File: config.mk
export PLATFORM = sky130hd
export DESIGN_NAME = event_blinker
export DESIGN_NICKNAME = d
export VERILOG_FILES = /design/src/rtl/event_blinker.sv
export SDC_FILE = /design/constraint.sdc
export NUM_CORES = 1
export LEC_CHECK = 0
export CORE_MARGIN = 2
export CORE_UTILIZATION = 35
export CTS_CLUSTER_SIZE = 16
export DETAILED_ROUTE_END_ITERATION = 16
export PLACE_DENSITY_LB_ADDON = 0.2
export SETUP_SLACK_MARGIN = 0.02
export SLEW_MARGIN = 20
export SYNTH_ARGS = -nofsm -noshare
export SYNTH_HDL_FRONTEND = slang
export SYNTH_SLANG_ARGS = --single-unit
File: constraint.sdc
create_clock -name i_clk -period 5.8 [get_ports i_clk]
set_input_delay 1.74 -clock i_clk [delete_from_list [all_inputs] [get_ports i_clk]]
set_output_delay 1.74 -clock i_clk [all_outputs]
set_load 0.05 [all_outputs]
File: src/rtl/event_blinker.sv
// ============================================================================
// event_blinker
//
// Turns single-cycle event strobes into fixed-length LED blinks.
//
// Each event produces one blink: ON_TIME cycles with the LED lit, followed by
// a forced OFF_TIME-cycle dark gap. Events that arrive while a blink is in
// progress are queued, up to 15 of them, and played back-to-back. An event
// that arrives while the queue is full is dropped, and the sticky overflow
// flag is raised.
//
// Parameters
//   ON_TIME    LED-on cycles per blink            (1 .. 2^24-1)
//   OFF_TIME   forced dark cycles between blinks  (1 .. 2^24-1)
//
// Ports
//   i_clk       single clock; all state changes on its rising edge
//   i_reset     synchronous, active-high; wins over everything else
//   i_event     one event per high cycle
//   i_clear     synchronous flush: abort blink, drop queue, clear overflow
//   o_led       registered LED drive
//   o_busy      high whenever the controller is not idle
//   o_pending   number of queued events not yet blinked (0..15)
//   o_overflow  sticky: at least one event was dropped
//   o_debug     {o_overflow, state[1:0], o_pending[3:0], o_led}
//
// All outputs come straight from flops (or from a compare on a flop), so
// there is no combinational path from any input to any output.
// ============================================================================
module event_blinker #(
    parameter int unsigned ON_TIME  = 'd4,
    parameter int unsigned OFF_TIME = 'd2
) (
    input  logic       i_clk,
    input  logic       i_reset,
    input  logic       i_event,
    input  logic       i_clear,
    output logic       o_led,
    output logic       o_busy,
    output logic [3:0] o_pending,
    output logic       o_overflow,
    output logic [7:0] o_debug
);

    typedef enum logic [1:0] {
        ST_IDLE = 2'd0,
        ST_ON   = 2'd1,
        ST_GAP  = 2'd2,
        ST_BAD  = 2'd3
    } state_t;

    // Timer reload values. The timer counts down to zero inclusive, so a
    // phase lasting N cycles is loaded with N-1.
    localparam logic [23:0] ON_LOAD  = 24'(ON_TIME - 1);
    localparam logic [23:0] OFF_LOAD = 24'(OFF_TIME - 1);

    localparam logic [3:0] PENDING_MAX = 4'd15;

    state_t      state_q,    state_d;
    logic [23:0] timer_q,    timer_d;
    logic        led_q,      led_d;
    logic [3:0]  pending_q,  pending_d;
    logic        overflow_q, overflow_d;

    logic        timer_zero;
    logic        start;

    // ------------------------------------------------------------------------
    // Next-state logic
    // ------------------------------------------------------------------------
    always_comb begin
        state_d    = state_q;
        timer_d    = timer_q;
        led_d      = led_q;
        pending_d  = pending_q;
        overflow_d = overflow_q;

        timer_zero = (timer_q == 24'd0);

        // A new blink may begin from idle, or on the last cycle of a gap so
        // that back-to-back blinks see exactly OFF_TIME dark cycles. The
        // demand is either a queued event or an event arriving right now,
        // which lets a fresh event skip the queue entirely.
        start = ((state_q == ST_IDLE) || ((state_q == ST_GAP) && timer_zero))
                && ((pending_q != 4'd0) || i_event);

        if (i_clear) begin
            // Flush wins over the current event, which is simply discarded.
            state_d    = ST_IDLE;
            timer_d    = 24'd0;
            led_d      = 1'b0;
            pending_d  = 4'd0;
            overflow_d = 1'b0;
        end else begin
            case (state_q)
                ST_IDLE: begin
                    led_d = 1'b0;
                    if (start) begin
                        state_d = ST_ON;
                        timer_d = ON_LOAD;
                        led_d   = 1'b1;
                    end
                end

                ST_ON: begin
                    led_d = 1'b1;
                    if (timer_zero) begin
                        state_d = ST_GAP;
                        timer_d = OFF_LOAD;
                        led_d   = 1'b0;
                    end else begin
                        timer_d = timer_q - 24'd1;
                    end
                end

                ST_GAP: begin
                    led_d = 1'b0;
                    if (start) begin
                        // Chain straight into the next blink without an
                        // idle cycle in between.
                        state_d = ST_ON;
                        timer_d = ON_LOAD;
                        led_d   = 1'b1;
                    end else if (timer_zero) begin
                        state_d = ST_IDLE;
                    end else begin
                        timer_d = timer_q - 24'd1;
                    end
                end

                default: begin
                    // Unused encoding: recover to idle on the next edge.
                    state_d = ST_IDLE;
                    timer_d = 24'd0;
                    led_d   = 1'b0;
                end
            endcase

            // Queue bookkeeping: pending + event - start. When both happen
            // in the same cycle the count is unchanged, which also covers
            // the case of an event consumed directly with an empty queue.
            if (i_event && !start) begin
                if (pending_q == PENDING_MAX) begin
                    overflow_d = 1'b1;
                end else begin
                    pending_d = pending_q + 4'd1;
                end
            end else if (!i_event && start) begin
                pending_d = pending_q - 4'd1;
            end
        end
    end

    // ------------------------------------------------------------------------
    // State registers
    // ------------------------------------------------------------------------
    always_ff @(posedge i_clk) begin
        if (i_reset) begin
            state_q    <= ST_IDLE;
            timer_q    <= 24'd0;
            led_q      <= 1'b0;
            pending_q  <= 4'd0;
            overflow_q <= 1'b0;
        end else begin
            state_q    <= state_d;
            timer_q    <= timer_d;
            led_q      <= led_d;
            pending_q  <= pending_d;
            overflow_q <= overflow_d;
        end
    end

    // ------------------------------------------------------------------------
    // Outputs
    // ------------------------------------------------------------------------
    assign o_led      = led_q;
    assign o_busy     = (state_q != ST_IDLE);
    assign o_pending  = pending_q;
    assign o_overflow = overflow_q;
    assign o_debug    = {overflow_q, state_q, pending_q, led_q};

endmodule

==> flow_summary.html, run 1 <==
<table>
<tr><th>Metric</th><th>Value</th></tr>
<tr><th colspan="2">Floorplan</th></tr>
<tr><td>Area of the die</td><td>6080 sq um</td></tr>
<tr><td>Num ports</td><td>19</td></tr>
<tr><td>Die height</td><td>78.0 microns</td></tr>
<tr><td>Initial core utilization</td><td>36.8%</td></tr>
<tr><td>Die width</td><td>78.0 microns</td></tr>
<tr><td>Area of the core region</td><td>5200 sq um</td></tr>
<tr><td>Standard-cell row count</td><td>26</td></tr>
<tr><th colspan="2">Synth</th></tr>
<tr><td>Synthesized netlist cell count</td><td>234</td></tr>
<tr><td>Combined area of all synthesized cells</td><td>1920 sq um</td></tr>
<tr><td>Number of enable-type register cells in the synthesized netlist</td><td>0</td></tr>
<tr><td>Average size of a mapped cell</td><td>around 8.2 sq um</td></tr>
<tr><td>Prevailing post-synth register cell</td><td>sky130_fd_sc_hd__dfxtp_1</td></tr>
<tr><td>Biggest area contributors in the synthesized netlist</td><td>sky130_fd_sc_hd__dfxtp_1 (33%), sky130_fd_sc_hd__a21oi_1 (6.0%), sky130_fd_sc_hd__or4_1 (4.3%)</td></tr>
<tr><td>Count of yosys warnings during synthesis</td><td>0</td></tr>
<tr><td>FF+latch count, synth</td><td>32</td></tr>
<tr><td>Share of Yosys cell area claimed by the top area cell type</td><td>33.4%</td></tr>
<tr><td>Post-synthesis cell type count</td><td>50</td></tr>
<tr><td>Sequential area share after synthesis</td><td>~33%</td></tr>
<tr><td>Top cell type by total area after synthesis</td><td>sky130_fd_sc_hd__dfxtp_1</td></tr>
<tr><td>Share of synthesized registers carrying an async set or reset</td><td>0%</td></tr>
<tr><td>Post-Synthesis Net Count</td><td>240</td></tr>
<tr><th colspan="2">Layout</th></tr>
<tr><td>Synth-to-layout area growth</td><td>15.7%</td></tr>
<tr><td>ANT cells</td><td>0</td></tr>
<tr><td>Number of nets in the layout</td><td>248</td></tr>
<tr><td>Share of post-route cells with drive strength above 1</td><td>7.00%</td></tr>
<tr><td>Util after Layout</td><td>42.6%</td></tr>
<tr><td>Fill cell instance count of the final layout</td><td>554</td></tr>
<tr><td>Most common library cell in the layout ignoring fill and taps</td><td>sky130_fd_sc_hd__dfxtp_1</td></tr>
<tr><td>Commonest cells after routing, fill and taps aside</td><td>sky130_fd_sc_hd__dfxtp_1 (32), sky130_fd_sc_hd__a21oi_1 (23), sky130_fd_sc_hd__clkdlybuf4s50_1 (18)</td></tr>
<tr><th colspan="2">Timing</th></tr>
<tr><td>Unrepaired setup endpoints after global routing</td><td>no</td></tr>
<tr><td>Count of endpoints failing hold in the final timing report</td><td>0</td></tr>
<tr><td>Worst Hold Margin</td><td>roughly 0.50 ns</td></tr>
<tr><td>Max-slew violation count</td><td>0</td></tr>
<tr><td>Final critical delay including setup and external delays</td><td>about 3.9 ns</td></tr>
<tr><td>Fin Setup TNS</td><td>0 ns</td></tr>
<tr><td>Number of setup violations in the final report</td><td>0</td></tr>
<tr><td>Actual slew at the worst max-slew pin</td><td>0.956 ns</td></tr>
<tr><td>Worst clock skew</td><td>0.00595 ns</td></tr>
<tr><td>Slew HR</td><td>35.5%</td></tr>
<tr><td>Maximum frequency from static timing analysis</td><td>0.258 GHz</td></tr>
<tr><td>Period Utilization, post-route</td><td>66.8%</td></tr>
<tr><th colspan="2">CTS</th></tr>
<tr><td>Sinks on the clock net</td><td>32</td></tr>
<tr><td>Number of CTS-inserted buffers</td><td>5</td></tr>
<tr><td>Number of resized instances in the post-cts repair step</td><td>0</td></tr>
<tr><td>Number of hold buffers added after CTS</td><td>0</td></tr>
<tr><td>H-tree depth reported by CTS</td><td>2</td></tr>
<tr><td>TritonCTS clock tree</td><td>done</td></tr>
<tr><td>Clock latency reported for the late side of the worst-skew pair</td><td>0.29 ns</td></tr>
<tr><td>Root cell of the clock tree</td><td>sky130_fd_sc_hd__clkbuf_8</td></tr>
<tr><td>Clock transition at path regs</td><td>0.07 ns</td></tr>
<tr><td>Setup Buffers After CTS</td><td>0</td></tr>
<tr><td>Longest Clk Path Bufs</td><td>2</td></tr>
<tr><th colspan="2">Routing</th></tr>
<tr><td>Number of antenna-violating nets in the routed design</td><td>0</td></tr>
<tr><td>Remaining DRCs</td><td>0</td></tr>
<tr><td>TritonRoute pass-1 iters</td><td>4</td></tr>
<tr><td>Routed vias/inst</td><td>approximately 5.8</td></tr>
<tr><td>Detailed-route wire length</td><td>4.56 mm</td></tr>
<tr><td>Initial drt markers</td><td>70</td></tr>
<tr><td>Via count of the routed design</td><td>1820</td></tr>
<tr><td>Mean routed wirelength per cell</td><td>14.6 microns</td></tr>
<tr><th colspan="2">Power and ir drop</th></tr>
<tr><td>Maximum resistive drop on vdd</td><td>~190 uV</td></tr>
<tr><td>Leak</td><td>0.000800 uW</td></tr>
<tr><td>Power density over the cells</td><td>about 480 nW/um^2</td></tr>
<tr><th colspan="2">GRT</th></tr>
<tr><td>Overall routing resource usage</td><td>15.8%</td></tr>
<tr><td>Via count of the first global-routing pass</td><td>1736</td></tr>
<tr><td>Final global-route overflow total</td><td>0</td></tr>
<tr><td>GRT Max-Usage Layer</td><td>met2</td></tr>
<tr><td>Pin count of the biggest net entering global routing</td><td>22</td></tr>
<tr><td>Met2 demand-to-capacity share in global routing</td><td>between 20% and 30%</td></tr>
<tr><td>Met1 capacity usage during global routing</td><td>between 20% and 30%</td></tr>
<tr><td>Wire length of the first global-routing pass</td><td>7.81 mm</td></tr>
<tr><td>Number of antenna violations at the first check in global routing</td><td>0</td></tr>
<tr><td>Met3 track demand over resource in global routing</td><td>3.14%</td></tr>
<tr><th colspan="2">Placement</th></tr>
<tr><td>HPWL after detailed placement</td><td>3.10 mm</td></tr>
<tr><td>Final weighted congestion in routability-driven placement</td><td>0.778</td></tr>
<tr><td>Number of buffers added on ports</td><td>18</td></tr>
<tr><th colspan="2">Critical path</th></tr>
<tr><td>Critical path startpoint category</td><td>primary input</td></tr>
<tr><td>List of cells traversed by the critical path</td><td>clkdlybuf4s50_1 &gt; nor3_1 &gt; nand2_1 &gt; o311ai_0 &gt; or4_1 &gt; a21oi_1</td></tr>
<tr><td>Maximum fanout along the worst path</td><td>10</td></tr>
<tr><td>Crit Reg-Reg Startpoint</td><td>timer_q[0]</td></tr>
<tr><td>Startpoint-to-endpoint class of the critical path</td><td>in2reg</td></tr>
<tr><td>Largest stage delay on the critical path</td><td>0.85 ns</td></tr>
<tr><td>Worst Setup End Kind</td><td>flip-flop</td></tr>
<tr><td>Crit. Startpoint</td><td>i_event</td></tr>
<tr><td>Worst Path Required</td><td>5.93 ns</td></tr>
<tr><td>Worst path top cell family by delay</td><td>compound AO/OA/AOI/OAI gates</td></tr>
<tr><td>Highest-delay cell along the critical path</td><td>sky130_fd_sc_hd__o311ai_0</td></tr>
<tr><td>Combined buffer and inverter count along the critical path</td><td>1</td></tr>
<tr><td>Data arrival at the endpoint of the critical path</td><td>4.01 ns</td></tr>
<tr><th colspan="2">Worst hold path</th></tr>
<tr><td>Hold wc startpoint</td><td>timer_q[19]</td></tr>
<tr><td>Hold WC Path Type</td><td>reg2reg</td></tr>
<tr><th colspan="2">Job</th></tr>
<tr><td>Max-cap violations</td><td>0</td></tr>
<tr><th colspan="2">Outcome</th></tr>
<tr><td>Outcome</td><td>finished clean</td></tr>
</table>
==> final cells by class <==
| cell class | count | area (sq um) | area share [%] |
|---|---|---|---|
| multi-input cells | 178 | 1150 | 51.8 |
| well taps | 70 | 87.6 | 3.95 |
| clock buffers | 7 | 96.3 | 4.35 |
| inverters | 5 | 18.8 | 0.847 |
| flip-flops and latches | 32 | 641 | 28.9 |
| clock inverters | 1 | 30.0 | 1.36 |
| repair buffers | 20 | 195 | 8.81 |
==> cells in the mapped netlist (3+ instances only) <==
cell type,count
sky130_fd_sc_hd__buf_4,6
sky130_fd_sc_hd__o31ai_1,10
sky130_fd_sc_hd__nand2_1,15
sky130_fd_sc_hd__a21oi_1,23
sky130_fd_sc_hd__and2_1,3
sky130_fd_sc_hd__or4_1,11
sky130_fd_sc_hd__mux2i_1,3
sky130_fd_sc_hd__o21ai_0,9
sky130_fd_sc_hd__xor2_1,3
sky130_fd_sc_hd__clkbuf_1,10
sky130_fd_sc_hd__o211ai_1,3
sky130_fd_sc_hd__nor3_1,10
sky130_fd_sc_hd__dfxtp_1,32
sky130_fd_sc_hd__nor4_1,6
sky130_fd_sc_hd__or3_1,12
sky130_fd_sc_hd__xnor2_1,5
sky130_fd_sc_hd__nand4_1,3
sky130_fd_sc_hd__nand3_1,5
sky130_fd_sc_hd__inv_1,5
sky130_fd_sc_hd__nor2_1,15
sky130_fd_sc_hd__o31a_1,3
sky130_fd_sc_hd__a2111oi_0,5
==> per-stage QoR <==
step | total power, uW | area, sq um | std cells | setup WS [ns]
2_1_floorplan | 723 | 1920 | 234 | 2.44
3_3_place_gp | 817 | 2090 | 305 | 1.72
3_5_place_dp | 819 | 2090 | 305 | 1.65
4_1_cts | 1060 | 2220 | 313 | 1.95
5_1_grt | 1140 | 2220 | 313 | 1.60
6_report | 1060 | 2220 | 313 | 1.92
==> registers in the layout, summed over array words and instances (netlist names) <==
signal	cells
o_led	1
o_overflow	1
o_pending	4
state_q	2
timer_q	24
==> kinds of logic after synthesis <==
kind of cell	count (synthesis)	synth area share, %
xor+xnor	8	3.66
mux	4	2.16
flops	32	33.4
simple gates	94	27.6
compound gates	70	25.2
buf+inv	24	6.66
fa+ha+maj	2	1.31
==> where the power goes <==
| group | internal (uW) | switching (uW) | leakage, uW |
|---|---|---|---|
| clock | 152 | 83.7 | 0.0000645 |
| sequential | 249 | 39.5 | 0.000260 |
| combinational | 200 | 334 | 0.000476 |
| total | 600 | 458 | 0.000800 |
==> worst paths after layout <==
check / endpoint / slack, ns / depth (start not counted)
worst max-delay path: timer_q[19] / 1.92 / 6
worst min-delay path: timer_q[19] / 0.50 / 2
worst max register to register: o_pending[2] / 2.56 / 13
worst min register to register: timer_q[19] / 0.50 / 2
==> routing by layer <==
metal,routed length [microns],vias up
li1,-,911
met1,2260,866
met2,2060,38
met3,177,5
met4,62,0
met5,0,-
==> tightest hold or removal path: stages, from the launching register on <==
cell and delay [ns]:
sky130_fd_sc_hd__dfxtp_1 0.33, sky130_fd_sc_hd__o31ai_1 0.07, sky130_fd_sc_hd__a21oi_1 0.06
Note: power is estimated with default switching activity, not from simulation.
==> run 2, diff against run 1 <==
==> constraint.sdc (replaced) <==
create_clock -name i_clk -period 4 [get_ports i_clk]
set_input_delay 1.2 -clock i_clk [delete_from_list [all_inputs] [get_ports i_clk]]
set_output_delay 1.2 -clock i_clk [all_outputs]
set_load 0.05 [all_outputs]
==> flow_summary.html, run 2 (same netlist as run 1, synthesis figures left out) <==
<table>
<tr><th>Metric</th><th>Value</th></tr>
<tr><th colspan="2">Timing</th></tr>
<tr><td>Worst clock skew</td><td>0.00568 ns (-0.000271 ns)</td></tr>
<tr><td>Maximum frequency from static timing analysis</td><td>0.306 GHz</td></tr>
<tr><td>Period Utilization, post-route</td><td>between 80% and 90%</td></tr>
<tr><td>Worst path setup slack after routing</td><td>0.728 ns (-1.19 ns)</td></tr>
<tr><td>Actual slew at the worst max-slew pin</td><td>0.600 ns (-0.356 ns)</td></tr>
<tr><td>Final critical delay including setup and external delays</td><td>3.27 ns</td></tr>
<tr><td>Unrepaired setup endpoints after global routing</td><td>no</td></tr>
<tr><td>Slew HR</td><td>59.4% (+24 points)</td></tr>
<tr><td>Fin Setup TNS</td><td>0 ns (unchanged)</td></tr>
<tr><td>Worst Hold Margin</td><td>0.490 ns (-0.00687 ns)</td></tr>
<tr><td>Number of setup violations in the final report</td><td>0 (unchanged)</td></tr>
<tr><td>Max-slew violation count</td><td>0 (unchanged)</td></tr>
<tr><td>Count of endpoints failing hold in the final timing report</td><td>0 (unchanged)</td></tr>
<tr><th colspan="2">Floorplan</th></tr>
<tr><td>Die width</td><td>78.0 microns (unchanged)</td></tr>
<tr><td>Area of the core region</td><td>5200 sq um (unchanged)</td></tr>
<tr><td>Num ports</td><td>19 (unchanged)</td></tr>
<tr><td>Standard-cell row count</td><td>26 (unchanged)</td></tr>
<tr><td>Area of the die</td><td>6080 sq um (unchanged)</td></tr>
<tr><td>Initial core utilization</td><td>36.8% (unchanged)</td></tr>
<tr><td>Die height</td><td>78.0 microns (unchanged)</td></tr>
<tr><th colspan="2">GRT</th></tr>
<tr><td>Pin count of the biggest net entering global routing</td><td>15 (-32%)</td></tr>
<tr><td>Wire length of the first global-routing pass</td><td>7.68 mm (-1.7%)</td></tr>
<tr><td>Overall routing resource usage</td><td>15.9% (+0.032 points)</td></tr>
<tr><td>Number of antenna violations at the first check in global routing</td><td>0 (unchanged)</td></tr>
<tr><td>Via count of the first global-routing pass</td><td>1680 (-3.2%)</td></tr>
<tr><td>Final global-route overflow total</td><td>0 (unchanged)</td></tr>
<tr><th colspan="2">Power and ir drop</th></tr>
<tr><td>Maximum resistive drop on vdd</td><td>244 uV (+32%)</td></tr>
<tr><td>Leak</td><td>0.000810 uW (+1.3%)</td></tr>
<tr><td>Power density over the cells</td><td>669 nW/um^2 (+40%)</td></tr>
<tr><th colspan="2">Critical path</th></tr>
<tr><td>Worst Path Required</td><td>2.80 ns (-3.13 ns)</td></tr>
<tr><td>Highest-delay cell along the critical path</td><td>sky130_fd_sc_hd__clkdlybuf4s50_1</td></tr>
<tr><td>Worst R2R Setup Slack</td><td>0.87 ns (-1.69 ns)</td></tr>
<tr><td>List of cells traversed by the critical path</td><td>inv_1 &gt; nand2_1 &gt; clkdlybuf4s50_1</td></tr>
<tr><td>Combined buffer and inverter count along the critical path</td><td>2 (+1)</td></tr>
<tr><td>Startpoint-to-endpoint class of the critical path</td><td>reg2out</td></tr>
<tr><td>Maximum fanout along the worst path</td><td>9 (-1)</td></tr>
<tr><td>Worst path top cell family by delay</td><td>buffers and inverters</td></tr>
<tr><td>Worst Setup End Kind</td><td>primary output</td></tr>
<tr><td>Critical path startpoint category</td><td>flip-flop</td></tr>
<tr><td>Data arrival at the endpoint of the critical path</td><td>2.07 ns (-1.94 ns)</td></tr>
<tr><td>Largest stage delay on the critical path</td><td>0.85 ns (about the same)</td></tr>
<tr><th colspan="2">Routing</th></tr>
<tr><td>Number of antenna-violating nets in the routed design</td><td>0 (unchanged)</td></tr>
<tr><td>Detailed-route wire length</td><td>4.49 mm (-1.6%)</td></tr>
<tr><td>TritonRoute pass-1 iters</td><td>4 (unchanged)</td></tr>
<tr><td>Remaining DRCs</td><td>0 (unchanged)</td></tr>
<tr><td>Mean routed wirelength per cell</td><td>14.1 microns (-3.2%)</td></tr>
<tr><td>Initial drt markers</td><td>79 (+13%)</td></tr>
<tr><td>Via count of the routed design</td><td>1825 (+0.27%)</td></tr>
<tr><td>Routed vias/inst</td><td>5.74 (-1.3%)</td></tr>
<tr><th colspan="2">Layout</th></tr>
<tr><td>Register bank with the most flops</td><td>timer_q</td></tr>
<tr><td>ANT cells</td><td>0 (unchanged)</td></tr>
<tr><td>Commonest cells after routing, fill and taps aside</td><td>sky130_fd_sc_hd__dfxtp_1 (32), sky130_fd_sc_hd__a21oi_1 (23), sky130_fd_sc_hd__clkdlybuf4s50_1 (18)</td></tr>
<tr><td>Share of post-route cells with drive strength above 1</td><td>8.87% (+1.9 points)</td></tr>
<tr><td>Number of nets in the layout</td><td>253 (+2.0%)</td></tr>
<tr><td>Max FFs per register</td><td>24 (unchanged)</td></tr>
<tr><td>Synth-to-layout area growth</td><td>15.9%</td></tr>
<tr><td>Most common library cell in the layout ignoring fill and taps</td><td>sky130_fd_sc_hd__dfxtp_1</td></tr>
<tr><td>Number of non-filler instances in the completed layout</td><td>318 (+1.6%)</td></tr>
<tr><th colspan="2">Placement</th></tr>
<tr><td>DP Cell Count</td><td>310 (+1.6%)</td></tr>
<tr><td>HPWL after detailed placement</td><td>3.18 mm (+2.5%)</td></tr>
<tr><td>Final weighted congestion in routability-driven placement</td><td>0.774 (-0.46%)</td></tr>
<tr><td>Worst slack, placed</td><td>0.721 ns (-0.928 ns)</td></tr>
<tr><td>Number of buffers added on ports</td><td>18 (unchanged)</td></tr>
<tr><th colspan="2">CTS</th></tr>
<tr><td>TritonCTS clock tree</td><td>done</td></tr>
<tr><td>Number of CTS-inserted buffers</td><td>5 (unchanged)</td></tr>
<tr><td>H-tree depth reported by CTS</td><td>2 (unchanged)</td></tr>
<tr><td>Longest Clk Path Bufs</td><td>2 (unchanged)</td></tr>
<tr><td>Number of hold buffers added after CTS</td><td>0 (unchanged)</td></tr>
<tr><td>Setup Buffers After CTS</td><td>0 (unchanged)</td></tr>
<tr><td>Number of resized instances in the post-cts repair step</td><td>0 (unchanged)</td></tr>
<tr><td>Clock latency reported for the late side of the worst-skew pair</td><td>0.29 ns (about the same)</td></tr>
<tr><td>Sinks on the clock net</td><td>32 (unchanged)</td></tr>
<tr><td>Clock transition at path regs</td><td>0.07 ns (about the same)</td></tr>
<tr><td>Root cell of the clock tree</td><td>sky130_fd_sc_hd__clkbuf_8</td></tr>
<tr><th colspan="2">Job</th></tr>
<tr><td>Max-cap violations</td><td>0 (unchanged)</td></tr>
<tr><th colspan="2">Worst hold path</th></tr>
<tr><td>Hold WC Path Type</td><td>reg2reg</td></tr>
<tr><th colspan="2">Outcome</th></tr>
<tr><td>Outcome</td><td>finished clean</td></tr>
</table>
==> run 2: metal layers <==
layer / global-route usage (%) / vias up / share of wire (%)
met5: 0 / - / 0
met2: 26.3 / 34 / 46
met1: 19.5 / 867 / 48
met4: 6.32 / 0 / 1.8
li1: - / 919 / -
met3: 4.19 / 5 / 4.0
==> run 2: stage by stage <==
stage               instance area, sq um  total power, uW  util [%]
finish                              2220             1490      42.6
global route                        2220             1610      42.6
CTS                                 2220             1490      42.6
detailed placement                  2130             1220      40.9
global placement                    2130             1220      40.9
floorplan                           1920             1050         -
==> run 2: worst register-to-register path, cell delays in order, from the launching register on <==
cell and delay, ns:
sky130_fd_sc_hd__dfxtp_1 0.36, sky130_fd_sc_hd__or4_4 0.58, sky130_fd_sc_hd__or2_1 0.42, sky130_fd_sc_hd__o31a_1 0.43, sky130_fd_sc_hd__nand2_1 0.13, sky130_fd_sc_hd__xor2_1 0.07
sky130_fd_sc_hd__ha_1 0.21, sky130_fd_sc_hd__or3_1 0.30, sky130_fd_sc_hd__nor3_1 0.27, sky130_fd_sc_hd__a2111o_1 0.16, sky130_fd_sc_hd__nand4_1 0.08
==> run 2: cell type report <==
class	instances	area (sq um)
Fill cell	546	2990
Multi-Input combinational cell	178	1150
Sequential cell	32	641
Timing Repair Buffer	25	233
Tap cell	70	87.6
Clock buffer	6	82.6
Inverter	5	18.8
Clock inverter	2	10.0
==> run 2: report_power, final <==
group	internal, uW	switching (uW)
clock network	137	122
logic	312	503
registers	360	51.3
==> run 2: final timing paths <==
kind	startpoint	endpoint	cells after the start
worst max-delay path	state_q[1]	o_busy	3
worst min-delay path	timer_q[23]	timer_q[23]	2
worst max register to register	timer_q[16]	o_pending[2]	10
worst min register to register	timer_q[23]	timer_q[23]	2
